$ cat config.mk
export PLATFORM = sky130hd
export DESIGN_NAME = instr_encoder_flat
export DESIGN_NICKNAME = d
export VERILOG_FILES = /design/src/rtl/instr_encoder_if.sv /design/src/rtl/instr_encoder.sv /design/src/flat_wrapper.sv
export SDC_FILE = /design/constraint.sdc
export NUM_CORES = 1
export LEC_CHECK = 0
export BUFFER_PORTS_ARGS = -buffer_cell sky130_fd_sc_hd__buf_2
export CORE_ASPECT_RATIO = 2
export CORE_MARGIN = 10
export CORE_UTILIZATION = 45
export CTS_CLUSTER_SIZE = 25
export DETAILED_ROUTE_END_ITERATION = 8
export PLACE_DENSITY_LB_ADDON = 0.15
export SLEW_MARGIN = 10
export SYNTH_ARGS = -nofsm -noshare
export SYNTH_HDL_FRONTEND = slang
export SYNTH_SLANG_ARGS = --single-unit
export TNS_END_PERCENT = 5
$ cat constraint.sdc
create_clock -name clk -period 2.2 [get_ports clk]
set_clock_uncertainty 0.1 [all_clocks]
set_input_delay 0.66 -clock clk [delete_from_list [all_inputs] [get_ports clk]]
set_output_delay 0.66 -clock clk [all_outputs]
set_load 0.03 [all_outputs]
$ cat src/rtl/instr_encoder_if.sv
// -----------------------------------------------------------------------------
// instr_encoder_if
//   Bundles the request handshake, request fields, instruction-memory write
//   port and status flags of instr_encoder.
//
//   master modport : request producer (drives request fields and clear,
//                    observes handshake, memory write port and status)
//   slave modport  : the encoder itself
//
//   Signals
//     req_valid   1   encode request present
//     req_ready   1   encoder can accept a request this cycle
//     req_kind    3   0=R-type 1=addi 2=lw 3=sw 4=beq 5=j, 6/7 illegal
//     rs, rt, rd  5   register fields
//     funct       6   R-type function field
//     imm         16  immediate / offset (addi, lw, sw, beq)
//     target      26  jump target (j)
//     clear       1   rewind write pointer, clear count and full
//     imem_we     1   one-cycle instruction-memory write strobe
//     imem_addr   6   word address of the current write
//     imem_wdata  32  encoded MIPS instruction word
//     count       7   words written since reset or clear (0..64)
//     full        1   all 64 locations written
//     err_illegal 1   sticky: an illegal req_kind was accepted
// -----------------------------------------------------------------------------
interface instr_encoder_if;
   logic        req_valid;
   logic        req_ready;
   logic [2:0]  req_kind;
   logic [4:0]  rs;
   logic [4:0]  rt;
   logic [4:0]  rd;
   logic [5:0]  funct;
   logic [15:0] imm;
   logic [25:0] target;
   logic        clear;
   logic        imem_we;
   logic [5:0]  imem_addr;
   logic [31:0] imem_wdata;
   logic [6:0]  count;
   logic        full;
   logic        err_illegal;

   modport master (
      output req_valid, req_kind, rs, rt, rd, funct, imm, target, clear,
      input  req_ready, imem_we, imem_addr, imem_wdata, count, full, err_illegal
   );

   modport slave (
      input  req_valid, req_kind, rs, rt, rd, funct, imm, target, clear,
      output req_ready, imem_we, imem_addr, imem_wdata, count, full, err_illegal
   );
endinterface

$ cat src/rtl/instr_encoder.sv
// -----------------------------------------------------------------------------
// instr_encoder
//   Accepts one encode request at a time, builds the 32-bit MIPS instruction
//   word for it and writes that word into a 64-entry instruction memory at
//   consecutive word addresses. One request is processed per three cycles:
//     IDLE  : ready; latch request fields on req_valid (clear has priority)
//     ENC   : build the instruction word into the output data register, or
//             flag an illegal kind and drop the request
//     WRITE : pulse imem_we for one cycle, advance pointer and count
//     FULL  : all 64 words written; requests ignored until clear or reset
//
//   Ports
//     clk    input   sole clock, rising edge
//     reset  input   synchronous active-high reset
//     bus    slave   request fields, handshake, memory write port, status
// -----------------------------------------------------------------------------
module instr_encoder (
   input  logic           clk,
   input  logic           reset,
   instr_encoder_if.slave bus
);

   // Request kinds
   localparam logic [2:0] KIND_RTYPE = 3'd0;
   localparam logic [2:0] KIND_ADDI  = 3'd1;
   localparam logic [2:0] KIND_LW    = 3'd2;
   localparam logic [2:0] KIND_SW    = 3'd3;
   localparam logic [2:0] KIND_BEQ   = 3'd4;
   localparam logic [2:0] KIND_J     = 3'd5;

   // MIPS primary opcodes
   localparam logic [5:0] OP_RTYPE = 6'b000000;
   localparam logic [5:0] OP_ADDI  = 6'b001000;
   localparam logic [5:0] OP_LW    = 6'b100011;
   localparam logic [5:0] OP_SW    = 6'b101011;
   localparam logic [5:0] OP_BEQ   = 6'b000100;
   localparam logic [5:0] OP_J     = 6'b000010;

   localparam logic [5:0] LAST_ADDR = 6'd63;

   typedef enum logic [1:0] {
      S_IDLE,
      S_ENC,
      S_WRITE,
      S_FULL
   } state_t;

   state_t      state;
   state_t      state_nxt;

   // Request fields captured at acceptance
   logic [2:0]  kind_q;
   logic [4:0]  rs_q;
   logic [4:0]  rt_q;
   logic [4:0]  rd_q;
   logic [5:0]  funct_q;
   logic [15:0] imm_q;
   logic [25:0] target_q;

   logic [5:0]  wr_ptr;
   logic [6:0]  count_q;
   logic        err_q;
   logic [5:0]  addr_q;
   logic [31:0] wdata_q;

   logic        accept;
   logic        kind_legal;
   logic [31:0] enc_word;

   assign accept     = (state == S_IDLE) && bus.req_valid && !bus.clear;
   assign kind_legal = (kind_q <= KIND_J);

   // Instruction word built from the latched request fields
   always_comb begin
      enc_word = '0;
      case (kind_q)
         KIND_RTYPE: enc_word = {OP_RTYPE, rs_q, rt_q, rd_q, 5'b00000, funct_q};
         KIND_ADDI:  enc_word = {OP_ADDI, rs_q, rt_q, imm_q};
         KIND_LW:    enc_word = {OP_LW, rs_q, rt_q, imm_q};
         KIND_SW:    enc_word = {OP_SW, rs_q, rt_q, imm_q};
         KIND_BEQ:   enc_word = {OP_BEQ, rs_q, rt_q, imm_q};
         KIND_J:     enc_word = {OP_J, target_q};
         default:    enc_word = '0;
      endcase
   end

   // ---------------------------------------------------------------------------
   // FSM: state register
   // ---------------------------------------------------------------------------
   always_ff @(posedge clk) begin
      if (reset) begin
         state <= S_IDLE;
      end else begin
         state <= state_nxt;
      end
   end

   // ---------------------------------------------------------------------------
   // FSM: next-state logic
   // ---------------------------------------------------------------------------
   always_comb begin
      state_nxt = state;
      case (state)
         S_IDLE: begin
            if (accept) begin
               state_nxt = S_ENC;
            end
         end
         S_ENC: begin
            state_nxt = kind_legal ? S_WRITE : S_IDLE;
         end
         S_WRITE: begin
            state_nxt = (wr_ptr == LAST_ADDR) ? S_FULL : S_IDLE;
         end
         S_FULL: begin
            if (bus.clear) begin
               state_nxt = S_IDLE;
            end
         end
         default: state_nxt = S_IDLE;
      endcase
   end

   // ---------------------------------------------------------------------------
   // FSM: outputs
   // ---------------------------------------------------------------------------
   always_comb begin
      bus.req_ready = 1'b0;
      bus.imem_we   = 1'b0;
      bus.full      = 1'b0;
      case (state)
         S_IDLE:  bus.req_ready = 1'b1;
         // Reset is synchronous, so the state is still WRITE during the cycle
         // in which reset is asserted; gating the strobe keeps an aborted
         // write from reaching memory.
         S_WRITE: bus.imem_we   = !reset;
         S_FULL:  bus.full      = 1'b1;
         default: ;
      endcase
   end

   assign bus.imem_addr   = addr_q;
   assign bus.imem_wdata  = wdata_q;
   assign bus.count       = count_q;
   assign bus.err_illegal = err_q;

   // ---------------------------------------------------------------------------
   // Request capture
   // ---------------------------------------------------------------------------
   always_ff @(posedge clk) begin
      if (reset) begin
         kind_q   <= '0;
         rs_q     <= '0;
         rt_q     <= '0;
         rd_q     <= '0;
         funct_q  <= '0;
         imm_q    <= '0;
         target_q <= '0;
      end else if (accept) begin
         kind_q   <= bus.req_kind;
         rs_q     <= bus.rs;
         rt_q     <= bus.rt;
         rd_q     <= bus.rd;
         funct_q  <= bus.funct;
         imm_q    <= bus.imm;
         target_q <= bus.target;
      end
   end

   // ---------------------------------------------------------------------------
   // Write pointer, count, error flag and memory write port registers
   // ---------------------------------------------------------------------------
   always_ff @(posedge clk) begin
      if (reset) begin
         wr_ptr  <= '0;
         count_q <= '0;
         err_q   <= 1'b0;
         addr_q  <= '0;
         wdata_q <= '0;
      end else begin
         case (state)
            S_IDLE, S_FULL: begin
               if (bus.clear) begin
                  wr_ptr  <= '0;
                  count_q <= '0;
               end
            end
            S_ENC: begin
               // Address and data are loaded on the way into WRITE so they are
               // stable for the whole strobe cycle and hold afterwards.
               if (kind_legal) begin
                  wdata_q <= enc_word;
                  addr_q  <= wr_ptr;
               end else begin
                  err_q <= 1'b1;
               end
            end
            S_WRITE: begin
               count_q <= count_q + 7'd1;
               // Pointer parks at 63 once the last word is written.
               if (wr_ptr != LAST_ADDR) begin
                  wr_ptr <= wr_ptr + 6'd1;
               end
            end
            default: ;
         endcase
      end
   end

endmodule

$ cat src/flat_wrapper.sv
// flat-port wrapper written by rule: the top's interface ports become plain ports
module instr_encoder_flat 
  (clk, reset, bus_req_valid, bus_req_kind, bus_rs, bus_rt, bus_rd, bus_funct, bus_imm, bus_target, bus_clear, bus_req_ready, bus_imem_we, bus_imem_addr, bus_imem_wdata, bus_count, bus_full, bus_err_illegal);
  instr_encoder_if bus_i ();
  input  logic clk;
  input  logic reset;
  input wire logic [$bits(bus_i.req_valid)-1:0] bus_req_valid;
  input wire logic [$bits(bus_i.req_kind)-1:0] bus_req_kind;
  input wire logic [$bits(bus_i.rs)-1:0] bus_rs;
  input wire logic [$bits(bus_i.rt)-1:0] bus_rt;
  input wire logic [$bits(bus_i.rd)-1:0] bus_rd;
  input wire logic [$bits(bus_i.funct)-1:0] bus_funct;
  input wire logic [$bits(bus_i.imm)-1:0] bus_imm;
  input wire logic [$bits(bus_i.target)-1:0] bus_target;
  input wire logic [$bits(bus_i.clear)-1:0] bus_clear;
  output wire logic [$bits(bus_i.req_ready)-1:0] bus_req_ready;
  output wire logic [$bits(bus_i.imem_we)-1:0] bus_imem_we;
  output wire logic [$bits(bus_i.imem_addr)-1:0] bus_imem_addr;
  output wire logic [$bits(bus_i.imem_wdata)-1:0] bus_imem_wdata;
  output wire logic [$bits(bus_i.count)-1:0] bus_count;
  output wire logic [$bits(bus_i.full)-1:0] bus_full;
  output wire logic [$bits(bus_i.err_illegal)-1:0] bus_err_illegal;
  assign bus_i.req_valid = bus_req_valid;
  assign bus_i.req_kind = bus_req_kind;
  assign bus_i.rs = bus_rs;
  assign bus_i.rt = bus_rt;
  assign bus_i.rd = bus_rd;
  assign bus_i.funct = bus_funct;
  assign bus_i.imm = bus_imm;
  assign bus_i.target = bus_target;
  assign bus_i.clear = bus_clear;
  assign bus_req_ready = bus_i.req_ready;
  assign bus_imem_we = bus_i.imem_we;
  assign bus_imem_addr = bus_i.imem_addr;
  assign bus_imem_wdata = bus_i.imem_wdata;
  assign bus_count = bus_i.count;
  assign bus_full = bus_i.full;
  assign bus_err_illegal = bus_i.err_illegal;
  instr_encoder u_core (.clk(clk), .reset(reset), .bus(bus_i));
endmodule
# Word level (Yosys, flattened, before mapping)
# Index checks and enable logic that the tools add are counted.
[op_classes] order_cmp=1 bitwise_logic=1 n_eq_ne=14 n_addsub=2 reduce_logical=13 mux=14
[op_table] cell="case mux 32 bit (6 select lines)" count=1
[op_table] cell="case mux 7 bit (2 select lines)" count=1
[op_table] cell="two-way mux 6 bit" count=2
[op_table] cell="case mux 6 bit (2 select lines)" count=1
[op_table] cell="two-way mux 2 bit" count=4
[op_table] cell="case mux 2 bit (4 select lines)" count=1
[op_table] cell="AND reduction 2 bit" count=4
[op_table] cell="adder 7 x 1 -> 7 bit (second input constant)" count=1
[op_table] cell="two-way mux 7 bit" count=1
[op_table] cell="adder 6 x 1 -> 6 bit (second input constant)" count=1
[op_table] cell="== test 3 x 2 -> 1 bit (second input constant)" count=2
[op_table] cell="== test 3 bit (second input constant)" count=2
[op_table] cell="== test 6 bit (second input constant)" count=1
[op_table] cell="inequality test 6 bit (second input constant)" count=1
[op_table] cell="== test 2 bit (second input constant)" count=2
[op_table] cell="inequality test 2 x 1 -> 1 bit (second input constant)" count=2
[op_table] cell="inequality test 2 bit (second input constant)" count=2
[op_table] cell="== test 3 x 1 -> 1 bit (second input constant)" count=1
[op_table] cell="less-or-equal comparator 3 bit (second input constant)" count=1
[op_table] cell="logical NOT 3 bit" count=1
[op_table] cell="two-way mux 1 bit" count=3
[op_table] cell="AND reduction 3 bit" count=1
[op_table] cell="== test 2 x 1 -> 1 bit (second input constant)" count=1
[op_table] cell="logical AND 1 bit" count=2
[op_table] cell="other kinds (5)" count=6
[totals] elab_cells=58 in_bits=70 register_bits=120

# Depth between registers and ports, before layout
[depth] word_depth=5 depth_mapped=8

# Worst setup path before layout
# Ideal clock, no wire load.
[synth_path] kind="input port to output port" from="input reset" to="output bus_imem_we" n_path_buf=1 slack_ns=0.148 required_ns=1.440 t_arrival_ns=1.292 cell_stages=2 cell_sequence="clkbuf_1 > nor2b_1"
[synth_via] elab_chain_cells=2
[synth_lines] item="from (decl)" line_no="flat_wrapper.sv:6" text="input logic reset;"
[synth_lines] item="logical NOT 1 bit" line_no="instr_encoder.sv:136" text="S_WRITE: bus.imem_we = !reset;"
[synth_lines] item="two-way mux 1 bit" line_no="instr_encoder.sv:131" text="case (state)"
[synth_lines] item="to (decl)" line_no="flat_wrapper.sv:17" text="output wire logic [$bits(bus_i.imem_we)-1:0] bus_imem_we;"
# No other way between the ends.

# Final worst setup path
[layout_path] from="register u_core.state[0]" to="output bus_imem_we"
[layout_via] elab_chain_cells=2
[layout_lines] item="from (decl)" line_no="instr_encoder.sv:48" text="state_t state;"
[layout_lines] item="from (signal assigned)" line_no="instr_encoder.sv:94" text="state <= state_nxt;"
[layout_lines] item="== test 2 bit" line_no="instr_encoder.sv:131"
[layout_lines] item="two-way mux 1 bit" line_no="instr_encoder.sv:131"
# No other way between the ends.

==> run metrics <==
Max FO, Critical Path 6; FF-to-FF path depth 6; area of the die 15570 um2; final-report hold violation count 0; post-synth top area cell sky130_fd_sc_hd__dfxtp_1; number of register bits inferred by synthesis 118; number of detailed-route iterations in the first pass 7; Port-buffer cells 117; number of synthesized flops with an enable pin 0; number of buffers added by the clock tree synthesis step 17; Hold Path Origin u_core.bus.imem_addr[5]$_SDFFE_PP0P_; pin count of the biggest net entering global routing 84; Die Width 93.37 um; global router's overall resource usage 0.1854; net count after synthesis 667; register-to-register path setup slack 190 ps; wire length of the first global-routing pass 23.38 mm; nature of the critical path startpoint register; proportion of layout cells with a drive suffix above 1 0.2447; Power Dens Cells 981.8 nW/um2; top-level port count 119; outcome finished, final reports clean; average wire length per cell after detail routing 16.76 um; number of fill cells 976; total negative slack 0 ps; number of max-capacitance violations reported 0; endpoint of the worst hold path u_core.bus.imem_addr[5]$_SDFFE_PP0P_; post-synth cell types 48; total inserted antenna cells 0; class of the most critical setup path reg2out; CTS Buffer Depth 2; total number of H-tree levels 4; height of the die 166.7 um; sequential element share of the synthesized area 0.4876; shortest clock period the worst path allows after layout 2141 ps; vias per cell 5.401; setup repair after global routing missed its margin no; Yosys warnings 0; post-route worst setup slack 59.15 ps; Max Freq 0.4671 GHz; total overflow reported by the global router 0; Cells after Synth 590; reported leakage power 2.562 nW; clock-pin slew reported for the worst setup and hold paths after clock tree synthesis 50 ps; Setup Slack @ Placement 244.8 ps; via count of the first global-routing pass 4719; post-synthesis instance area 4845 um2; number of clock sinks 118; number of remaining DRC errors 0; Max Transition Viols Final 0; synthesized-area fraction occupied by adder cells 0.01808; Final Non-Filler Cells 840; Max rail drop VDD 0.6215 mV; clock insertion delay at the later pin of the skew report 410 ps; Rel. slew slack 0.5910; Least-Margin Pin Slew 612.1 ps; HPWL after DPL 9.901 mm; fraction of the cycle the final worst path needs 0.9731; Final Net Count 767; main combinational cell family by area after synthesis compound AO/OA/AOI/OAI gates; routed wire length 14.08 mm; number of antenna violations at the first check in global routing 0; post-synthesis compound-gate area fraction 0.2549; Avg Synthesized Cell Area 8.211 um2; startpoint of the most critical register-to-register path u_core.state[1]$_SDFFE_PP0P_; endpoint of the lowest-slack register-to-register path u_core.bus.count[6]$_SDFFE_PP0P_; TritonCTS clock tree built; CORE AREA 10540 um2; data arrival time of the worst path 1380 ps; synthesized-area fraction occupied by and/or/nand/nor cells 0.1655; area share of the largest cell type after synthesis 0.4876; Area growth syn-to-layout 25.96%; most used flip-flop cell after synthesis sky130_fd_sc_hd__dfxtp_1; Critical Path RT 1440 ps; Row Count 53; routability cong. 0.8250; final setup violation count 0; instance count after placement with tap cells included 808; Starting Density 0.4595; post-synthesis async set-or-reset flop share 0; Final ANT Viol Nets 0; number of cells traversed by the worst hold path 2; class of the tightest hold or removal check reg2reg; XOR/XNOR share of the synthesized area 0.009039; kind of end point of the critical path output port; initial DRC count 257; buffers inserted by post-CTS timing repair 0; largest cells by area after synthesis sky130_fd_sc_hd__dfxtp_1 (49%), sky130_fd_sc_hd__nand2_1 (12%), sky130_fd_sc_hd__a21oi_1 (11%); via count 4537; post-synthesis mux area share 0.007231; root buffer selected by CTS sky130_fd_sc_hd__clkbuf_16; hold bufs inserted after CTS 0
-- cell usage after synthesis, types with 2 or more instances --
master / number
sky130_fd_sc_hd__inv_1: 6
sky130_fd_sc_hd__a21o_1: 11
sky130_fd_sc_hd__clkbuf_1: 22
sky130_fd_sc_hd__and2_1: 3
sky130_fd_sc_hd__xor2_1: 4
sky130_fd_sc_hd__buf_2: 19
sky130_fd_sc_hd__or3_1: 2
sky130_fd_sc_hd__dfxtp_1: 118
sky130_fd_sc_hd__nand3_1: 4
sky130_fd_sc_hd__a222oi_1: 11
sky130_fd_sc_hd__o2111ai_1: 2
sky130_fd_sc_hd__o21a_1: 7
sky130_fd_sc_hd__nand2_1: 156
sky130_fd_sc_hd__o21ai_0: 16
sky130_fd_sc_hd__nor2_1: 13
sky130_fd_sc_hd__nor2b_1: 4
sky130_fd_sc_hd__mux2i_1: 2
sky130_fd_sc_hd__o21ai_1: 17
sky130_fd_sc_hd__o22a_1: 8
sky130_fd_sc_hd__nand4_1: 2
sky130_fd_sc_hd__buf_1: 2
sky130_fd_sc_hd__ha_1: 7
sky130_fd_sc_hd__o32ai_1: 3
sky130_fd_sc_hd__nand2b_1: 3
sky130_fd_sc_hd__o22ai_1: 13
sky130_fd_sc_hd__a22oi_1: 2
sky130_fd_sc_hd__buf_4: 5
sky130_fd_sc_hd__or2_1: 2
sky130_fd_sc_hd__a21oi_1: 107
-- flip-flops by register name, indices dropped and copies added, names as in the netlist --
| name | flops |
|---|---|
| u_core.kind_q | 3 |
| u_core.target_q | 26 |
| u_core.bus.imem_wdata | 30 |
| u_core.funct_q | 6 |
| u_core.bus.err_illegal | 1 |
| u_core.bus.count | 7 |
| u_core.bus.imem_addr | 6 |
| u_core.imm_q | 16 |
| u_core.rd_q | 5 |
| u_core.rs_q | 5 |
| u_core.rt_q | 5 |
| u_core.state | 2 |
| u_core.wr_ptr | 6 |
-- placed cells by master, fill, tap and decap left out, drive strengths merged, types with 2 or more instances in the layout --
cell type | netlist | routed
nand2 | 156 | 156
buf | 28 | 131
dfxtp | 118 | 118
a21oi | 107 | 107
o21ai | 34 | 34
clkbuf | 22 | 23
nor2 | 14 | 14
o22ai | 13 | 13
a21o | 11 | 11
a222oi | 11 | 11
o22a | 8 | 8
o21a | 8 | 8
ha | 7 | 7
inv | 7 | 7
clkinv | 0 | 6
xor2 | 4 | 4
nand3 | 4 | 4
nor2b | 4 | 4
nand2b | 3 | 3
and2 | 3 | 3
o32ai | 3 | 3
nand4 | 3 | 3
or3 | 2 | 2
o2111ai | 2 | 2
mux2i | 2 | 2
a22oi | 2 | 2
bufinv | 0 | 2
or2 | 2 | 2
-- repair_timing --
action,4_1_cts,5_1_grt
pin swaps,0,0
setup endpoints to repair,1,1
resized for setup,3,2
-- worst max path at each step --
stage | slack (ps) | startpoint | end
detailed placement | 240 | bus_clear | u_core.rt_q[2]$_SDFFE_PP0P_
CTS | 3 | u_core.state[0]$_SDFFE_PP0P_ | bus_imem_we
global route | 4 | u_core.state[0]$_SDFFE_PP0P_ | bus_imem_we
floorplan | 150 | reset | bus_imem_we
global placement | 270 | u_core.state[1]$_SDFFE_PP0P_ | u_core.bus.count[6]$_SDFFE_PP0P_
finish | 60 | u_core.state[0]$_SDFFE_PP0P_ | bus_imem_we
-- power breakdown --
part	leakage, nW	switching (mW)	internal, mW
clock network	0.281	0.942	1.72
logic	1.32	0.620	0.320
registers	0.962	0.0983	2.29
total	2.56	1.66	4.33
-- worst max-delay path, cell delays in order (launching register included) --
cell and delay, ps:
sky130_fd_sc_hd__dfxtp_1 390, sky130_fd_sc_hd__inv_2 80, sky130_fd_sc_hd__ha_4 180, sky130_fd_sc_hd__nor2b_2 160
sky130_fd_sc_hd__buf_4 160
-- metrics by stage --
stage	utilization	hold slack, ps	power, mW	instance area, um2
3_5_place_dp	0.5231	347.4	3.375	5515
6_report	0.5787	351.7	5.991	6102
3_3_place_gp	0.5231	342.5	3.361	5515
4_1_cts	0.5785	356.5	6.033	6100
5_1_grt	0.5787	371.4	6.235	6102
2_1_floorplan	-	335.7	3.066	4845
-- cell families (layout without fill, tap and decap cells) --
group / Yosys count / in the layout
AOI/OAI and AO/OA: 205 / 205
xor gates and xnor gates: 5 / 5
adders and majority gates: 7 / 7
buffers and inverters: 57 / 170
DFF: 118 / 118
muxes: 3 / 3
other: 1 / 1
and+or+nand+nor: 194 / 194
-- area by class of cell --
type                    count  area, um2  area share
clock inverters             9      101.3     0.01661
flip-flops and latches    118       2362      0.3871
inverters                   7      26.28    0.004306
clock buffers              23      467.9     0.07669
well taps                 137      171.4     0.02809
multi-input cells         415       2230      0.3654
repair buffers            131      743.2      0.1218
-- per-layer routing --
metal,wire [um],track usage
met5,0,0
met4,314,0.08300
met3,891,0.05988
met2,7515,0.3244
met1,5355,0.1927
(Power assumes the default switching activity.)
